<file path="src/rtl/spi_io_expander.sv">
// SPI-attached 8-bit GPIO expander: opcode/address/data framing over a
// synchronized SPI mode-0 slave with a small register file.
module spi_io_expander #(
  parameter logic [6:0]  DEV_OPCODE  = 7'b0100000,
  parameter int unsigned SYNC_STAGES = 2
) (
  input  logic       sysClk,
  input  logic       reset,
  input  logic       spiClk,
  input  logic       cs,
  input  logic       mosi,
  output logic       miso,
  input  logic [7:0] gpio_i,
  output logic [7:0] gpio_o,
  output logic [7:0] iodir_o,
  output logic       wr_stb,
  output logic [3:0] wr_addr,
  output logic [7:0] wr_data
);

  localparam int unsigned NREG      = 9;
  localparam logic [3:0]  ADDR_IPOL = 4'h1;
  localparam logic [3:0]  ADDR_GPIO = 4'h9;
  localparam logic [3:0]  ADDR_OLAT = 4'hA;

  typedef enum logic [2:0] {IDLE, OPCODE, ADDR, DATA, IGNORE} state_t;

  state_t                 state;
  logic [SYNC_STAGES-1:0] sclk_sync, cs_sync, mosi_sync;
  logic                   sclk_q, cs_q;
  logic                   sclk_s, cs_s, mosi_s;
  logic                   sclk_rise, sclk_fall, cs_assert, cs_deassert;
  logic [2:0]             bit_cnt;
  logic                   byte_done;
  logic [7:0]             shift_in;
  logic [7:0]             shift_out;
  logic                   rd;
  logic                   load_pending;
  logic [3:0]             ptr;
  logic [3:0]             next_ptr;
  logic [7:0]             rd_val;
  logic [7:0]             regs [NREG];
  logic [7:0]             olat;

  assign sclk_s      = sclk_sync[SYNC_STAGES-1];
  assign cs_s        = cs_sync[SYNC_STAGES-1];
  assign mosi_s      = mosi_sync[SYNC_STAGES-1];
  assign sclk_rise   = sclk_s & ~sclk_q;
  assign sclk_fall   = ~sclk_s & sclk_q;
  assign cs_assert   = ~cs_s & cs_q;
  assign cs_deassert = cs_s & ~cs_q;

  assign gpio_o  = olat;
  assign iodir_o = regs[0];

  // Read mux; unmapped addresses read as zero
  always_comb begin
    rd_val = 8'h00;
    if (ptr == ADDR_GPIO)      rd_val = gpio_i ^ regs[ADDR_IPOL];
    else if (ptr == ADDR_OLAT) rd_val = olat;
    else if (ptr < ADDR_GPIO)  rd_val = regs[ptr];
  end

  // SEQOP (IOCON[5]) pins the pointer; otherwise wrap past OLAT to IODIR
  always_comb begin
    next_ptr = ptr;
    if (!regs[5][5]) next_ptr = (ptr >= ADDR_OLAT) ? 4'h0 : ptr + 4'h1;
  end

  // Synchronizers and edge-detect history; cs history resets to "asserted"
  // so a frame in flight across reset is never mistaken for a new one.
  always_ff @(posedge sysClk) begin
    if (!reset) begin
      sclk_sync <= '0;
      cs_sync   <= '0;
      mosi_sync <= '0;
      sclk_q    <= 1'b0;
      cs_q      <= 1'b0;
    end else begin
      sclk_sync <= {sclk_sync[SYNC_STAGES-2:0], spiClk};
      cs_sync   <= {cs_sync[SYNC_STAGES-2:0], cs};
      mosi_sync <= {mosi_sync[SYNC_STAGES-2:0], mosi};
      sclk_q    <= sclk_s;
      cs_q      <= cs_s;
    end
  end

  // Frame FSM, register file and serial shifters
  always_ff @(posedge sysClk) begin
    if (!reset) begin
      state        <= IDLE;
      bit_cnt      <= 3'd0;
      byte_done    <= 1'b0;
      shift_in     <= 8'h00;
      shift_out    <= 8'h00;
      rd           <= 1'b0;
      load_pending <= 1'b0;
      ptr          <= 4'h0;
      miso         <= 1'b0;
      wr_stb       <= 1'b0;
      wr_addr      <= 4'h0;
      wr_data      <= 8'h00;
      olat         <= 8'h00;
      for (int i = 0; i < NREG; i++) regs[i] <= (i == 0) ? 8'hFF : 8'h00;
    end else begin
      wr_stb    <= 1'b0;
      byte_done <= 1'b0;
      if (cs_deassert) begin
        state        <= IDLE;
        bit_cnt      <= 3'd0;
        load_pending <= 1'b0;
        miso         <= 1'b0;
      end else if (cs_assert) begin
        state        <= OPCODE;
        bit_cnt      <= 3'd0;
        load_pending <= 1'b0;
        miso         <= 1'b0;
      end else begin
        if (sclk_rise && (state == OPCODE || state == ADDR || state == DATA)) begin
          shift_in  <= {shift_in[6:0], mosi_s};
          bit_cnt   <= bit_cnt + 3'd1;
          byte_done <= (bit_cnt == 3'd7);
        end
        if (byte_done) begin
          case (state)
            OPCODE: begin
              if (shift_in[7:1] == DEV_OPCODE) begin
                state <= ADDR;
                rd    <= shift_in[0];
              end else begin
                state <= IGNORE;
              end
            end
            ADDR: begin
              ptr          <= shift_in[3:0];
              state        <= DATA;
              load_pending <= rd;
            end
            DATA: begin
              if (rd) begin
                load_pending <= 1'b1;
              end else if (ptr <= ADDR_OLAT) begin
                wr_stb  <= 1'b1;
                wr_data <= shift_in;
                if (ptr >= ADDR_GPIO) begin
                  olat    <= shift_in;
                  wr_addr <= ADDR_OLAT;
                end else begin
                  regs[ptr] <= shift_in;
                  wr_addr   <= ptr;
                end
              end
              ptr <= next_ptr;
            end
            default: ;
          endcase
        end
        if (sclk_fall && state == DATA && rd) begin
          if (load_pending) begin
            shift_out    <= rd_val;
            miso         <= rd_val[7];
            load_pending <= 1'b0;
          end else begin
            shift_out <= {shift_out[6:0], 1'b0};
            miso      <= shift_out[6];
          end
        end
      end
    end
  end

endmodule

</file>
<file path="config.mk">
export PLATFORM = sky130hd
export DESIGN_NAME = spi_io_expander
export DESIGN_NICKNAME = d
export VERILOG_FILES = /design/src/rtl/spi_io_expander.sv
export SDC_FILE = /design/constraint.sdc
export NUM_CORES = 1
export LEC_CHECK = 0
export ABC_AREA = 1
export BUFFER_PORTS_ARGS = -buffer_cell sky130_fd_sc_hd__buf_2
export CELL_PAD_IN_SITES_DETAIL_PLACEMENT = 2
export CELL_PAD_IN_SITES_GLOBAL_PLACEMENT = 2
export CORE_ASPECT_RATIO = 1.2
export CORE_UTILIZATION = 42
export DETAILED_ROUTE_END_ITERATION = 16
export PLACE_DENSITY_LB_ADDON = 0.1
export SLEW_MARGIN = 30
export SYNTH_ARGS = -nofsm -noshare
export SYNTH_HDL_FRONTEND = slang
export SYNTH_SLANG_ARGS = --single-unit
export TNS_END_PERCENT = 20
</file>
<file path="constraint.sdc">
create_clock -name sysClk -period 5.65 [get_ports sysClk]
set_clock_uncertainty 0.15 [all_clocks]
set_input_delay 1.13 -clock sysClk [delete_from_list [all_inputs] [get_ports sysClk]]
set_output_delay 1.13 -clock sysClk [all_outputs]
set_load 0.02 [all_outputs]
</file>
== After elaboration in Yosys (flattened, before gate mapping) ==
Memories as Yosys holds them, arrays and structs flattened. A register that Yosys moved wholly into a read port is not among the register bits.
Cells that the tools add are included.

* Bits in registers: 58
* Logic and storage cells: 106
* Bits of input ports: 13
* Memories kept: 1
* ROM bits: 0
* RAM bits: 72
* Bits in latches: 0

* Bitwise operators: 16
* Muxes and demuxes: 34
* $lt $le $gt $ge: 4
* Reductions and logical operators: 22
* Multiply operators: 0
* Shift-type cells: 0
* $add $sub $neg: 2
* Div/mod/pow operators: 0
* Eq/ne operators: 8

{| class="wikitable"
|+ Memory list
! memory !! depth !! width !! rd ports !! clocked after Yosys merged registers in !! write ports !! RTL line !! text
|-
| regs || 9 || 8 || 4 || 1 || 9 || 42 || <nowiki>logic [7:0] regs [NREG];</nowiki>
|}

{| class="wikitable"
|+ Operators with widths
! cell !! count
|-
| $mux 8 || 4
|-
| $mux 4 || 6
|-
| $mux 1 || 19
|-
| $not 1->1 || 11
|-
| $reduce_and 5->1 || 2
|-
| $eq 4x4->1 const B || 2
|-
| $ge 4x4->1 const B || 2
|-
| $pmux 4 s2 || 1
|-
| $reduce_or 8->1 || 1
|-
| $xor 8x8->8 || 1
|-
| $eq 7x6->1 const B || 1
|-
| $mux 7 || 1
|-
| $reduce_and 7->1 || 1
|-
| $eq 3x2->1 const B || 2
|-
| $pmux 3 s2 || 1
|-
| $reduce_and 3->1 || 2
|-
| $reduce_and 6->1 || 1
|-
| $reduce_bool 2->1 || 3
|-
| $reduce_or 6->1 || 1
|-
| $add 4x1->4 const B || 1
|-
| $and 1x1->1 || 4
|-
| $le 4x4->1 const B || 1
|-
| $lt 4x4->1 const B || 1
|-
| $reduce_and 2->1 || 2
|-
| other kinds (12) || 15
|}

== Logic depth before layout (Yosys ltp) ==
* Word-level depth: 12
* Depth in mapped cells: 12
* Gate-level depth less buffers: 11

== Worst setup path after synthesis ==
No wires, ideal clock.

* Path type: register to register
* Start point: register ptr[1]
* End point: memory regs[0][0] (enable)
* Path buffers: 1
* Arrival: 2.277 ns
* Stages on the path, launching flop included: 9
* Library setup time: 0.384 ns
* Clock period less this slack: 2.811 ns
* Setup slack: 2.839 ns
* Cells stage by stage: dfxtp_1 > inv_1 > ha_1 > buf_1 > nand2_2 > nand2_2 > nor2_8 > nand2_4 > o21ai_0

{| class="wikitable"
|+ RTL lines
! what !! RTL line !! text
|-
| from (decl) || 39 || <nowiki>logic [3:0] ptr;</nowiki>
|-
| from (signal assigned) || 135 || <nowiki>ptr <= shift_in[3:0];</nowiki>
|-
| from (signal assigned) || 153 || <nowiki>ptr <= next_ptr;</nowiki>
|-
| to (decl) || 42 ||
|}

==> reports/summary.txt <==
================================================================================
Maximum number of pins on one net before global-route repair ......           65
Critical Path RT ..................................................      5.57 ns
Clock sink total ..................................................          190
GPL Wtd Cong ......................................................        0.852
Vias post-DR ......................................................        6,672
CP Max Fanout .....................................................           16
Biggest area consumer among synthesized cells .....................     edfxtp_1
Count of filler cells inserted in the layout ......................        2,147
Power density cells ...............................................   294 nW/µm²
Mapped cell area ..................................................     8320 µm²
Width of the chip .................................................       130 µm
Initial antenna violation count ...................................            0
Min-Delay Path Class .............................................. flip-flop to flip-flop
Cell leakage power ................................................   0.00375 µW
I/O pins ..........................................................           43
Die Area ..........................................................   20,400 µm²
Internal power contribution .......................................      2120 µW
Antenna cell count ................................................            0
# setup viols final ...............................................            0
Psw ...............................................................       648 µW
Worst voltage drop across the vdd grid ............................     0.214 mV
Post-synth cell types .............................................           37
Slew HR ...........................................................        42.1%
Setup slack of the most critical reg-to-reg path ..................      2.06 ns
Setup TNS Final ...................................................         0 ns
Flip-flop and latch count after synthesis .........................          190
Synth area leaders ................................................ edfxtp_1 (46%), dfxtp_1 (15%), nand2_1 (11%)
Max-slew violations ...............................................            0
Portion of the post-synthesis area used by sequential elements ....        61.1%
Worst hold slack ..................................................     0.278 ns
Switch share ......................................................        23.4%
Area of combinational cells with multiple inputs ..................     3010 µm²
Global-route congestion overflow total ............................            0
Number of enable-type register cells in the synthesized netlist ...          128
Kind of cell with the highest combined delay on the critical path . simple AND/OR/NAND/NOR gates
Maximum clock path buffer count ...................................            2
Via count of the first global-routing pass ........................        7,238
Total area of sequential cells ....................................     5090 µm²
Share of layout cells above drive strength 1 ......................        10.3%
Clock latency on the worst-skew pair ..............................      0.44 ns
Post-CTS repair timing setup buffer count .........................            0
Max Cap Violations ................................................            0
Result of the run ................................................. finished, final reports clean
Flip-flop cell with the highest count after synthesis .............     edfxtp_1
Mean instance size in the synthesized netlist .....................     9.28 µm²
Transition time of the tightest slew-check pin ....................     0.868 ns
Deepest level of the CTS H-tree ...................................            4
Combined buffer and inverter count along the critical path ........            1
Number of non-filler instances in the completed layout ............        1,231
Clock Pin Slew Worst Setup and Hold Paths .........................      0.07 ns
Final Net Count ...................................................          978
Ratio of final minimum period to clock period .....................        63.5%
Global-route wire length before repair ............................    43,300 µm
Cell at the slowest stage of the critical path ....................      o21ai_1
Count of synthesis-stage warnings from yosys ......................            0
Count of cells resized by post-cts repair .........................            0
Post-synthesis instance total .....................................          896
DRC marker count from the first detailed-route iteration ..........          471
Worst endpoint data arrival time ..................................      3.51 ns
Cell area after placement .........................................     8880 µm²
Post-route minimum period .........................................      3.59 ns
Achievable clock frequency ........................................    0.279 GHz
Nature of the critical path startpoint ............................    flip-flop
CTS root buffer ...................................................    clkbuf_16
Initial core utilization ..........................................        42.7%
WL final ..........................................................    29,000 µm
Final hold vios ...................................................            0
Fraction of power consumed by the clock network ...................        41.1%
Layout overhead on the synthesized area ...........................        13.2%
Power share of the combinational group ............................         3.3%
Number of buffers added to fix hold violations after cts ..........            0
Height of the die .................................................       156 µm
DRC violation count after routing .................................            0
All-Layer GR Usage ................................................        30.0%
Crit end category .................................................    flip-flop
Standard-cell row count ...........................................           56
RSZ-0062 raised after global routing ..............................        false
Via density per instance ..........................................         5.42
# port buffers ....................................................           42
CP peak stage delay ...............................................      0.58 ns
Sequential power share ............................................        55.6%
Most frequent cells after synthesis ............................... nand2_1 (253), edfxtp_1 (128), nand3_1 (102)
CTS buffer count ..................................................           17
Final instance area ...............................................     9410 µm²
Category of the critical setup timing path ........................ flip-flop to flip-flop
Number of instances in the placed design ..........................        1,199
Number of iterations in the first detailed-routing pass ...........            5
Residual antenna-violating net count after detailed routing .......            0
Detailed placer's ending HPWL .....................................    19,100 µm
Most common cell in the synthesized netlist .......................      nand2_1
Top cell type's share of synthesized area .........................        46.2%
Post-detailed-route wirelength per cell ...........................      23.5 µm
Clock tree from TritonCTS .........................................          yes
Share of flip-flops with an asynchronous set or reset .............           0%
Area of the placeable core ........................................   19,500 µm²
Crit path cell chain .............................................. inv_2, nor2_2, nand2_1, nand2_1, nand2_2, nor3_4, nand2_4, nor2_8, nand2_4, o21ai_1
End-of-flow core utilization ......................................        48.3%
================================================================================
-- path summary, 6_finish.rpt --
| kind | start | to | cells after the start |
|---|---|---|---|
| max | ptr[3] | regs[0][3] | 10 |
| min | sclk_sync[0] | sclk_sync[1] | 2 |
| max reg2reg | ptr[3] | regs[0][3] | 10 |
| min reg2reg | sclk_sync[0] | sclk_sync[1] | 2 |
-- metal layers --
layer | part of all wire [%] | GRT usage (%) | vias to the layer above | wire length [µm]
met5 | 0 | 0 | - | 0
met4 | 2.3 | 9.52 | 0 | 657
met3 | 3.4 | 4.42 | 44 | 980
met2 | 53 | 54.4 | 165 | 15500
met1 | 41 | 36.0 | 3385 | 11900
li1 | - | - | 3078 | -
-- cell type report --
cell class	instances	area share (%)
flip-flops and latches	190	54.0
clock inverters	13	0.970
well taps	261	3.47
inverters	60	2.42
multi-input cells	643	31.9
clock buffers	19	4.71
repair buffers	45	2.47
-- power groups by stage --
stage	sequential (µW)	clock [µW]	combinational [µW]
finish	1540	1140	92.6
global route	1540	1200	100
CTS	1540	1150	90.8
detailed placement	1570	0	87.4
global placement	1560	0	83.0
floorplan	1560	0	51.5
-- flip-flops by register name, summed over array words and instances, names as in the netlist, named ones only --
name	flops
wr_data	8
miso	1
cs_sync	2
shift_in	8
sclk_q	1
cs_q	1
mosi_sync	2
sclk_sync	2
wr_stb	1
regs	128
bit_cnt	3
wr_addr	4
ptr	4
state	3
shift_out	7
rd	1
byte_done	1
gpio_o	8
load_pending	1
-- cell families (layout without fill, tap and decap cells) --
logic type | after synthesis | count (layout) | synth area share, %
and+or+nand+nor | 482 | 482 | 25.5
DFF | 190 | 190 | 61.1
AOI/OAI and AO/OA | 106 | 106 | 6.76
buffers and inverters | 102 | 137 | 4.65
adders and majority gates | 8 | 8 | 1.20
xor gates and xnor gates | 7 | 7 | 0.737
other | 1 | 40 | 0.0451
-- placed cells by master, fill, tap and decap left out, drive strengths merged, types with 19 or more instances in the layout --
| master | count |
|---|---|
| nand2 | 258 |
| inv | 64 |
| conb | 40 |
| clkbuf | 19 |
| nand3 | 111 |
| edfxtp | 128 |
| a21oi | 46 |
| o21ai | 45 |
| buf | 45 |
| nor2 | 101 |
| dfxtp | 62 |
-- worst reg2reg max path: cells and delay by family, from the launching register on --
| kind | cells | cell delay, ns |
|---|---|---|
| AND/OR/NAND/NOR | 8 | 1.97 |
| flip-flops | 1 | 0.43 |
| buffers and inverters | 1 | 0.10 |
| AO/OA/AOI/OAI | 1 | 0.58 |
-- stage by stage --
stage | setup slack (ns) | total power (µW)
detailed placement | 1.78 | 1650
finish | 2.06 | 2770
CTS | 1.74 | 2780
floorplan | 2.84 | 1610
global route | 1.81 | 2850
global placement | 2.09 | 1650
(Power assumes the default switching activity.)
